## src/rtl/fifo_pkg.sv

```systemverilog
// fifo_pkg
// Shared definitions for the asynchronous FIFO pointer blocks
// (write side wptr_full, read side rptr_empty).
//
// Contents:
//   ADDRSIZE_DFLT, DEPTH, PTRW   default geometry (depth 16, 5-bit pointers)
//   GW                           widest pointer the helper functions handle
//   bin2gray / gray2bin          binary <-> reflected Gray conversion
//
// The helpers work on GW-bit vectors. A narrower pointer is zero-extended on
// the way in and truncated on the way out. Zero bits above the pointer do not
// change either conversion, so one pair of functions serves every pointer
// width up to GW.
package fifo_pkg;

  localparam int ADDRSIZE_DFLT = 4;
  localparam int DEPTH         = 2 ** ADDRSIZE_DFLT;
  localparam int PTRW          = ADDRSIZE_DFLT + 1;

  localparam int GW = 32;

  function automatic logic [GW-1:0] bin2gray(input logic [GW-1:0] b);
    return b ^ (b >> 1);
  endfunction

  // Each binary bit is the XOR of every Gray bit at or above it.
  function automatic logic [GW-1:0] gray2bin(input logic [GW-1:0] g);
    logic [GW-1:0] b;
    b = g;
    for (int i = 1; i < GW; i++) begin
      b = b ^ (g >> i);
    end
    return b;
  endfunction

endpackage

```

## src/rtl/wptr_full.sv

```systemverilog
// wptr_full
// Write-domain pointer and full/level generator for the asynchronous FIFO.
//
// Ports:
//   w_clk          write-domain clock
//   w_rst          asynchronous, active-high reset
//   w_inc          write request; ignored while w_full is set
//   s_wr_ptr       Gray read pointer, already synchronized into w_clk
//   waddr          RAM write address (low bits of the binary write pointer)
//   wptr           registered Gray write pointer, sent to the w2r synchronizer
//   w_full         registered full flag
//   w_almost_full  registered, set when free slots <= AF_MARGIN
//   w_level        registered occupancy as seen from the write side
//   w_overflow     sticky "write attempted while full"
//
// Build option: define WPTR_OVERFLOW_STICKY_EN to build the sticky overflow
// register. Without it, w_overflow is tied low and no register is built.
// The port list is the same in both builds.
//
// The read pointer arrives two w_clk cycles late. As a result, full and level
// can only over-report occupancy. They never show fewer entries than are
// actually stored.
module wptr_full
  import fifo_pkg::*;
#(
  parameter int ADDRSIZE  = ADDRSIZE_DFLT,
  parameter int AF_MARGIN = 2
) (
  input  logic              w_clk,
  input  logic              w_rst,
  input  logic              w_inc,
  input  logic [ADDRSIZE:0] s_wr_ptr,
  output logic [ADDRSIZE-1:0] waddr,
  output logic [ADDRSIZE:0] wptr,
  output logic              w_full,
  output logic              w_almost_full,
  output logic [ADDRSIZE:0] w_level,
  output logic              w_overflow
);

  localparam int PTR_W      = ADDRSIZE + 1;
  localparam int FIFO_DEPTH = 2 ** ADDRSIZE;
  localparam logic [PTR_W-1:0] AF_THRESH = PTR_W'(FIFO_DEPTH - AF_MARGIN);

  logic [PTR_W-1:0] wbin;
  logic [PTR_W-1:0] wbin_next;
  logic [PTR_W-1:0] wgray_next;
  logic [PTR_W-1:0] rbin_s;
  logic [PTR_W-1:0] level_next;
  logic             full_next;
  logic             wr_en;

  assign wr_en      = w_inc & ~w_full;
  assign waddr      = wbin[ADDRSIZE-1:0];
  assign wbin_next  = wbin + {{ADDRSIZE{1'b0}}, wr_en};
  assign wgray_next = PTR_W'(bin2gray(GW'(wbin_next)));
  assign rbin_s     = PTR_W'(gray2bin(GW'(s_wr_ptr)));
  assign level_next = wbin_next - rbin_s;

  // The write pointer is one full lap ahead of the read pointer when it
  // matches the read pointer with its two top Gray bits inverted.
  assign full_next = (wgray_next ==
                      {~s_wr_ptr[ADDRSIZE:ADDRSIZE-1], s_wr_ptr[ADDRSIZE-2:0]});

  always_ff @(posedge w_clk or posedge w_rst) begin
    if (w_rst) begin
      wbin          <= '0;
      wptr          <= '0;
      w_full        <= 1'b0;
      w_almost_full <= 1'b0;
      w_level       <= '0;
    end else begin
      wbin          <= wbin_next;
      wptr          <= wgray_next;
      w_full        <= full_next;
      w_almost_full <= (level_next >= AF_THRESH);
      w_level       <= level_next;
    end
  end

`ifdef WPTR_OVERFLOW_STICKY_EN
  logic overflow_q;

  always_ff @(posedge w_clk or posedge w_rst) begin
    if (w_rst) begin
      overflow_q <= 1'b0;
    end else if (w_inc && w_full) begin
      overflow_q <= 1'b1;
    end
  end

  assign w_overflow = overflow_q;
`else
  assign w_overflow = 1'b0;
`endif

endmodule

```

## config.mk

```make
export PLATFORM = sky130hd
export DESIGN_NAME = wptr_full
export DESIGN_NICKNAME = d
export VERILOG_FILES = /design/src/rtl/fifo_pkg.sv /design/src/rtl/wptr_full.sv
export SDC_FILE = /design/constraint.sdc
export NUM_CORES = 1
export LEC_CHECK = 0
export CAP_MARGIN = 10
export CORE_UTILIZATION = 45
export CTS_BUF_LIST = sky130_fd_sc_hd__clkbuf_2
export DETAILED_ROUTE_END_ITERATION = 12
export HOLD_SLACK_MARGIN = 0.02
export PLACE_DENSITY = 0.72
export SETUP_SLACK_MARGIN = 0.1
export SLEW_MARGIN = 30
export SYNTH_ARGS = -nofsm -noshare
export SYNTH_HDL_FRONTEND = slang
export SYNTH_SLANG_ARGS = --single-unit
```

## constraint.sdc

```tcl
create_clock -name w_clk -period 5 [get_ports w_clk]
set_input_delay 1.5 -clock w_clk [delete_from_list [all_inputs] [get_ports w_clk]]
set_output_delay 1.5 -clock w_clk [all_outputs]
set_load 0.02 [all_outputs]
```

After elaboration in Yosys (flattened, before gate mapping)

Cells that the tools add are included.

Output and inout bits: 17
Memories kept: 0
Memory bits (read-only): 0
Memory bits (writable): 0
Word-level logic and storage cells: 17
Register bits: 17
Bits in latches: 0

$add $sub $neg: 2
Reductions and logical operators: 0
Multiplexer cells: 0
Equal/unequal tests: 1
Bitwise operators: 8
Multipliers: 0
Divide/modulo/power cells: 0
$lt $le $gt $ge: 1
Shift-type cells: 0

Operator list:

| operator           | count |
|---|---|
| $xor 5x4->5        | 2 |
| $add 5x1->5        | 1 |
| $eq 5x5->1         | 1 |
| $ge 5x4->1 const B | 1 |
| $sub 5x5->5        | 1 |
| $xor 5x1->5        | 1 |
| $xor 5x2->5        | 1 |
| $xor 5x3->5        | 1 |
| $not 2->2          | 1 |
| $and 1x1->1        | 1 |
| $not 1->1          | 1 |

Logic depth before layout (Yosys ltp)

Gate-level depths: netlist of the first run.

Depth after elaboration: 6
Depth in mapped cells: 11
Mapped depth without buffers: 11

Worst setup path before layout of the first run

No wires, ideal clock.

Path kind: input-to-reg
From: input s_wr_ptr[4]
To: register w_almost_full
Stages on the path: 11
Setup time: 0.120 ns
Data required time: 4.880 ns
Slack: 1.525 ns
Arrival: 3.355 ns
Cell sequence: xnor2_2 xor2_1 xor2_1 xnor2_1 ha_1 fa_1 inv_1 a21o_1 a21oi_1 xnor2_1 a31o_1

Cells in the longest elaborated chain, start to end: 6

Ends and longest elaborated chain:

| element              | line            | RTL |
|---|---|---|
| from (decl)          | wptr_full.sv:32 | `input logic [ADDRSIZE:0] s_wr_ptr,` |
| $xor 5x4->5          | fifo_pkg.sv:31  | `b = b ^ (g >> i);` |
| $xor 5x3->5          | fifo_pkg.sv:31  |  |
| $xor 5x2->5          | fifo_pkg.sv:31  |  |
| $xor 5x1->5 *        | fifo_pkg.sv:31  |  |
| $sub 5x5->5 *        | wptr_full.sv:58 | `assign level_next = wbin_next - rbin_s;` |
| net level_next[4]    | wptr_full.sv:49 | `logic [PTR_W-1:0] level_next;` |
| $ge 5x4->1 *         | wptr_full.sv:76 | `w_almost_full <= (level_next >= AF_THRESH);` |
| to (signal assigned) | wptr_full.sv:76 |  |
| to (decl)            | wptr_full.sv:36 | `output logic w_almost_full,` |

The timed path passes the listed nets; every way through them passes the cells marked *.

Worst setup path in the final report of the first run

From: input s_wr_ptr[3]
To: register w_almost_full

Cells in the longest elaborated chain, start to end: 6

Ends and longest elaborated chain:

| element           | line |
|---|---|
| $xor 5x4->5       | fifo_pkg.sv:31 |
| $xor 5x3->5       | fifo_pkg.sv:31 |
| $xor 5x2->5 *     | fifo_pkg.sv:31 |
| $xor 5x1->5 *     | fifo_pkg.sv:31 |
| $sub 5x5->5 *     | wptr_full.sv:58 |
| net level_next[4] | wptr_full.sv:49 |
| $ge 5x4->1 *      | wptr_full.sv:76 |

Marks and branches as above.

==> results.json, run 1 <==
{
  "p_leak_uw": 0.0005297,
  "fp-row-count": 16,
  "globalplace.congestion": 0.8015,
  "slew_headroom": 0.5960,
  "cts_root_buf": "clkbuf_2",
  "grt_pass1_vias": 559,
  "io_buffers": 23,
  "fp.dieH_um": 48.03,
  "cts_tree": "done",
  "num_vias": 639,
  "rsz0062_at_grt": "false",
  "track_usage": 0.1641,
  "final-setup-viol-count": 0,
  "synth_top_area_cell": "dfrtp_1",
  "nets": 124,
  "vias_per_cell": 4.733,
  "fmax_mhz": 258.6,
  "min_period_ns": 3.867,
  "post-place-cells": 131,
  "layout-drive-gt1-share": 0.06481,
  "path_max_fanout": 3,
  "use_met2": 0.2892,
  "cellInternalPower_uw": 526.5,
  "p_switching_uw": 416.7,
  "power_density_nw_per_um2": 786.1,
  "firstDrtPassIters": 4,
  "synth_area_per_cell_um2": 10.96,
  "crit_type": "in -> reg",
  "critPathLaunchType": "input port",
  "clk_pin_slew_worst_paths_ns": 0.15,
  "drt_iter0_drc": 9,
  "numCtsBuffers": 3,
  "peakVddDrop_v": 0.0005239,
  "fin_util": 0.6054,
  "final_common_cell": "clkdlybuf4s50_1",
  "antenna_found_initial": 0,
  "pwr-share-seq": 0.273,
  "p_clk_frac": 0.060,
  "hpwlAfterDp_um": 1252,
  "wl_um": 1593,
  "initial_utilization": 0.4811,
  "drcViolationCount": 0,
  "met3_usage": 0.03774,
  "cts_setup_buffers": 0,
  "cts_num_sinks": 16,
  "ctsResizeCount": 0,
  "synthCells": 87,
  "synth_top_area_share": 0.4199,
  "io_pins": 25,
  "clock_latency_ns": 0.28,
  "cts_hold_buffers": 0,
  "die_area_um2": 2307,
  "maxCapViolCount": 0,
  "busiest_layer": "met2",
  "min_path_type": "reg -> reg",
  "hold_violations": 0,
  "final_cell_mix": "clkdlybuf4s50_1 (23), dfrtp_1 (16), xnor2_1 (14), inv_1 (9)",
  "synth_area_um2": 953.4,
  "grt_pass1_wl_um": 2463,
  "core_area_um2": 1982,
  "synth_fp_nets": 102,
  "synthTopCellsByArea": "dfrtp_1 (42%), xnor2_1 (13%), ha_1 (7.9%)",
  "fin_cells": 135,
  "insertedDiodeCount": 0,
  "pwr-share-comb": 0.667,
  "yosys.cell_types.count": 29,
  "switching_share": 0.4418,
  "timing.final.crit_share": 0.7735,
  "tightest_slew_ns": 0.6054,
  "yosysWarnings": 0,
  "syn_to_final_growth_pct": 25.85,
  "status": "completed",
  "avgRoutedWirePerCell_um": 11.80,
  "worst_setup_path_end_kind": "flop",
  "grt.overflow.total": 0,
  "arrival_ns": 4.05,
  "yosysSeqAreaShare": 0.4199,
  "slew_violations": 0,
  "ys_seq_elements": 16,
  "fin_setup_tns_ns": 0,
  "grt_max_degree": 17,
  "hold_slack_ns": 0.6053,
  "skew_ns": 0.006063,
  "htreeDepth": 1,
  "use_met1": 0.1906,
  "ant_nets": 0,
  "worst-endpoint-required_ns": 5.18,
  "cts_buffer_depth": 2,
  "die_w_um": 48.03
}
-- worst max-delay path: stages --
cell	delay (ns)
clkdlybuf4s50_1	0.54
xnor2_2	0.14
xor2_1	0.24
xor2_1	0.29
xnor2_1	0.11
ha_1	0.22
fa_1	0.41
inv_1	0.07
a21o_1	0.12
a21oi_1	0.07
xnor2_1	0.15
a31o_1	0.19
-- layer usage --
layer | vias up | wire length, µm | share of wire
li1 | 322 | - | -
met1 | 298 | 684 | 0.43
met2 | 17 | 844 | 0.53
met3 | 2 | 55 | 0.035
met4 | 0 | 8 | 0.0050
met5 | - | 0 | 0
-- Yosys cell counts --
master    count
dfrtp_1      16
xnor2_1      14
inv_1         9
ha_1          6
xor2_1        6
a21o_1        3
a21oi_1       3
nand2_1       3
buf_2         2
clkbuf_1      2
nand3_1       2
nand4b_1      2
nor2_1        2
xnor2_2       2
a211oi_1      1
a31o_1        1
buf_4         1
buf_6         1
conb_1        1
fa_1          1
nand4_1       1
nor2b_1       1
nor4_2        1
nor4bb_1      1
o211ai_1      1
o21ai_0       1
o21ai_1       1
or4_1         1
xor2_2        1
-- cells by family (layout without fill, tap and decap cells) --
group           Yosys count  count (layout)  synth area share
compound gates           11              11           0.07479
xor+xnor                 23              23            0.2349
fa+ha+maj                 7               7           0.09974
buf+inv                  15              36           0.07349
flops                    16              16            0.4199
other cells               1               1          0.003933
simple gates             14              14           0.09319
-- final cells by class --
cell class              count  area, µm²
clock buffers               3      15.01
clock inverters             1      3.754
fillers                   165      782.0
inverters                   9      33.78
multi-input cells          56      483.0
flip-flops and latches     16      400.4
well taps                  27      33.78
repair buffers             23      230.2
-- power groups by stage --
stage | clock [µW] | sequential [µW] | combinational (µW)
after floorplan | 0 | 319 | 388
after global placement | 0 | 259 | 624
after detailed placement | 0 | 261 | 632
after CTS | 59.4 | 259 | 636
after global routing | 65.0 | 267 | 692
final | 56.7 | 257 | 629
-- per-stage QoR --
step | total power (µW) | area [µm²] | setup WS [ns]
2_1_floorplan | 707.5 | 953.4 | 1.525
3_3_place_gp | 883.3 | 1181 | 0.8491
3_5_place_dp | 892.7 | 1181 | 0.8109
4_1_cts | 954.1 | 1200 | 1.128
5_1_grt | 1024 | 1200 | 0.9462
6_report | 943.2 | 1200 | 1.133
-- sequential cells by signal, indices dropped and copies added, names as in the netlist --
signal         cells
w_full             1
w_almost_full      1
w_level            5
wptr               4
wbin               5
-- worst paths after layout --
path,from,end,slack (ns),cells after the start
min in group asynchronous,w_rst,w_level[1],1.57,2
max in group asynchronous,w_rst,wbin[3],3.04,2
max,s_wr_ptr[3],w_almost_full,1.13,12
min,wbin[4],wptr[3],0.61,1
max reg2reg,w_full,w_almost_full,2.44,10
min reg2reg,wbin[4],wptr[3],0.61,1
No activity file was read; power rests on OpenSTA's default activity.
==> run 2: changes to the inputs <==
--- a/config.mk
+++ b/config.mk
@@ -10,7 +10,7 @@
 export CTS_BUF_LIST = sky130_fd_sc_hd__clkbuf_2
 export DETAILED_ROUTE_END_ITERATION = 12
 export HOLD_SLACK_MARGIN = 0.02
-export PLACE_DENSITY = 0.72
+export PLACE_DENSITY = 0.75
 export SETUP_SLACK_MARGIN = 0.1
 export SLEW_MARGIN = 30
 export SYNTH_ARGS = -nofsm -noshare
==> constraint.sdc (replaced) <==
create_clock -name w_clk -period 3.5 [get_ports w_clk]
set_input_delay 1.05 -clock w_clk [delete_from_list [all_inputs] [get_ports w_clk]]
set_output_delay 1.05 -clock w_clk [all_outputs]
set_load 0.02 [all_outputs]
==> results.json, run 2 (synthesized netlist as in run 1, its figures left out) <==
{
  "status": "completed",
  "htreeDepth": 1,
  "fp-row-count": 16,
  "cts_tree": "done",
  "rsz0062_at_grt": "false",
  "fin_area_um2": 1290,
  "cts_setup_buffers": 0,
  "syn_to_final_growth_pct": 35.30,
  "whs_path_depth": 1,
  "grt_pass1_wl_um": 2656,
  "maxCapViolCount": 0,
  "min_period_ns": 3.223,
  "num_vias": 692,
  "total_power_uw": 1424,
  "path_max_fanout": 2,
  "hold_start": "wbin[4]",
  "ctsResizeCount": 0,
  "grt_max_degree": 17,
  "vias_per_cell": 4.740,
  "cts_root_buf": "clkbuf_2",
  "hold_end": "wptr[3]",
  "fillCellCount": 159,
  "fp.dieH_um": 48.03,
  "critPathLaunchType": "input port",
  "worst_setup_path_end_kind": "flop",
  "tightest_slew_ns": 0.6258,
  "clock_latency_ns": 0.28,
  "avgRoutedWirePerCell_um": 11.46,
  "clk_pin_slew_worst_paths_ns": 0.15,
  "placed_area_um2": 1264,
  "nets": 135,
  "slew_headroom": 0.5823,
  "final_cell_mix": "clkdlybuf4s50_1 (23), dfrtp_1 (16), xnor2_1 (14), buf_4 (11), inv_1 (9)",
  "die_area_um2": 2307,
  "skew_ns": 0.006005,
  "timing.final.crit_share": 0.9207,
  "cts_hold_buffers": 0,
  "top_regs": "w_level x5, wbin x5, wptr x4",
  "peakVddDrop_v": 0.0007719,
  "slew_violations": 0,
  "io_buffers": 23,
  "crit_type": "in -> reg",
  "cts_buffer_depth": 2,
  "hpwlAfterDp_um": 1247,
  "firstDrtPassIters": 4,
  "io_pins": 25,
  "r2r_slack_ns": 1.21,
  "r2r_end": "w_almost_full",
  "fmax_mhz": 310.3,
  "grt.overflow.total": 0,
  "cts_num_sinks": 16,
  "worst-endpoint-required_ns": 3.69,
  "numCtsBuffers": 3,
  "power_density_nw_per_um2": 1104,
  "reg2reg_depth": 9,
  "track_usage": 0.1691,
  "wl_um": 1673,
  "ant_nets": 0,
  "final-setup-viol-count": 0,
  "layout-drive-gt1-share": 0.1597,
  "grt_pass1_vias": 649,
  "die_w_um": 48.03,
  "p_leak_uw": 0.0005848,
  "min_path_type": "reg -> reg",
  "globalplace.congestion": 0.7822,
  "reg2reg_from": "w_full",
  "insertedDiodeCount": 0,
  "drt_iter0_drc": 5,
  "hold_violations": 0,
  "drcViolationCount": 0,
  "core_area_um2": 1982,
  "fin_util": 0.6509,
  "initial_utilization": 0.4811,
  "arrival_ns": 3.41,
  "final_common_cell": "clkdlybuf4s50_1",
  "antenna_found_initial": 0
}
==> run 2: cell types whose count changed in the layout (fill, tap and decap cells not counted) <==
cell | previous run | this run
buf_4 | 0 | 11
xor2_2 | 1 | 2
xor2_1 | 6 | 5
==> run 2: layout make-up <==
type	count	area, µm²	area share
Inverter	9	33.78	0.02619
Sequential cell	16	400.4	0.3104
Multi-Input combinational cell	56	490.5	0.3802
Tap cell	27	33.78	0.02619
Timing Repair Buffer	34	312.8	0.2425
Clock buffer	3	15.01	0.01164
Clock inverter	1	3.754	0.002910
==> run 2: how the worst max path moves through the flow <==
stage	from	cells past startpoint	slack [ns]	end
finish	s_wr_ptr[4]	12	0.28	w_almost_full
global route	s_wr_ptr[4]	12	0.11	w_almost_full
CTS	s_wr_ptr[4]	12	0.25	w_almost_full
detailed placement	s_wr_ptr[4]	12	-0.07	w_almost_full
global placement	s_wr_ptr[4]	12	-0.01	w_almost_full
floorplan	s_wr_ptr[4]	11	0.48	w_almost_full
==> run 2: metrics by stage <==
| stage | cells | hold slack [ns] | setup TNS, ns | worst slack [ns] |
|---|---|---|---|---|
| after CTS | 146 | 0.6062 | 0 | 0.2529 |
| after global placement | 142 | 0.5668 | -0.01463 | -0.01463 |
| after floorplan | 87 | 0.6721 | 0 | 0.4754 |
| after global routing | 146 | 0.6224 | 0 | 0.1130 |
| final | 146 | 0.6026 | 0 | 0.2775 |
| after detailed placement | 142 | 0.5760 | -0.07151 | -0.07151 |
==> run 2: power by group <==
| group | internal (µW) | switching [µW] | total [µW] |
|---|---|---|---|
| combinational | 497 | 475 | 972 |
| clock | 24.8 | 56.1 | 81.0 |
| sequential | 289 | 82.0 | 371 |
==> run 2: critical path, stage by stage <==
cell and delay [ns]:
clkdlybuf4s50_1 0.46, xnor2_2 0.24, xor2_2 0.19, xor2_1 0.23, xnor2_1 0.09, ha_1 0.21
fa_1 0.38, inv_1 0.06, a21o_1 0.10, a21oi_1 0.07, xnor2_1 0.14, a31o_1 0.19
==> run 2: layer usage <==
| layer | wire length (µm) | vias up | track usage |
|---|---|---|---|
| li1 | - | 342 | - |
| met5 | 0 | - | 0 |
| met2 | 791 | 20 | 0.2622 |
| met3 | 61 | 2 | 0.03396 |
| met4 | 6 | 0 | 0.06667 |
| met1 | 814 | 328 | 0.2313 |
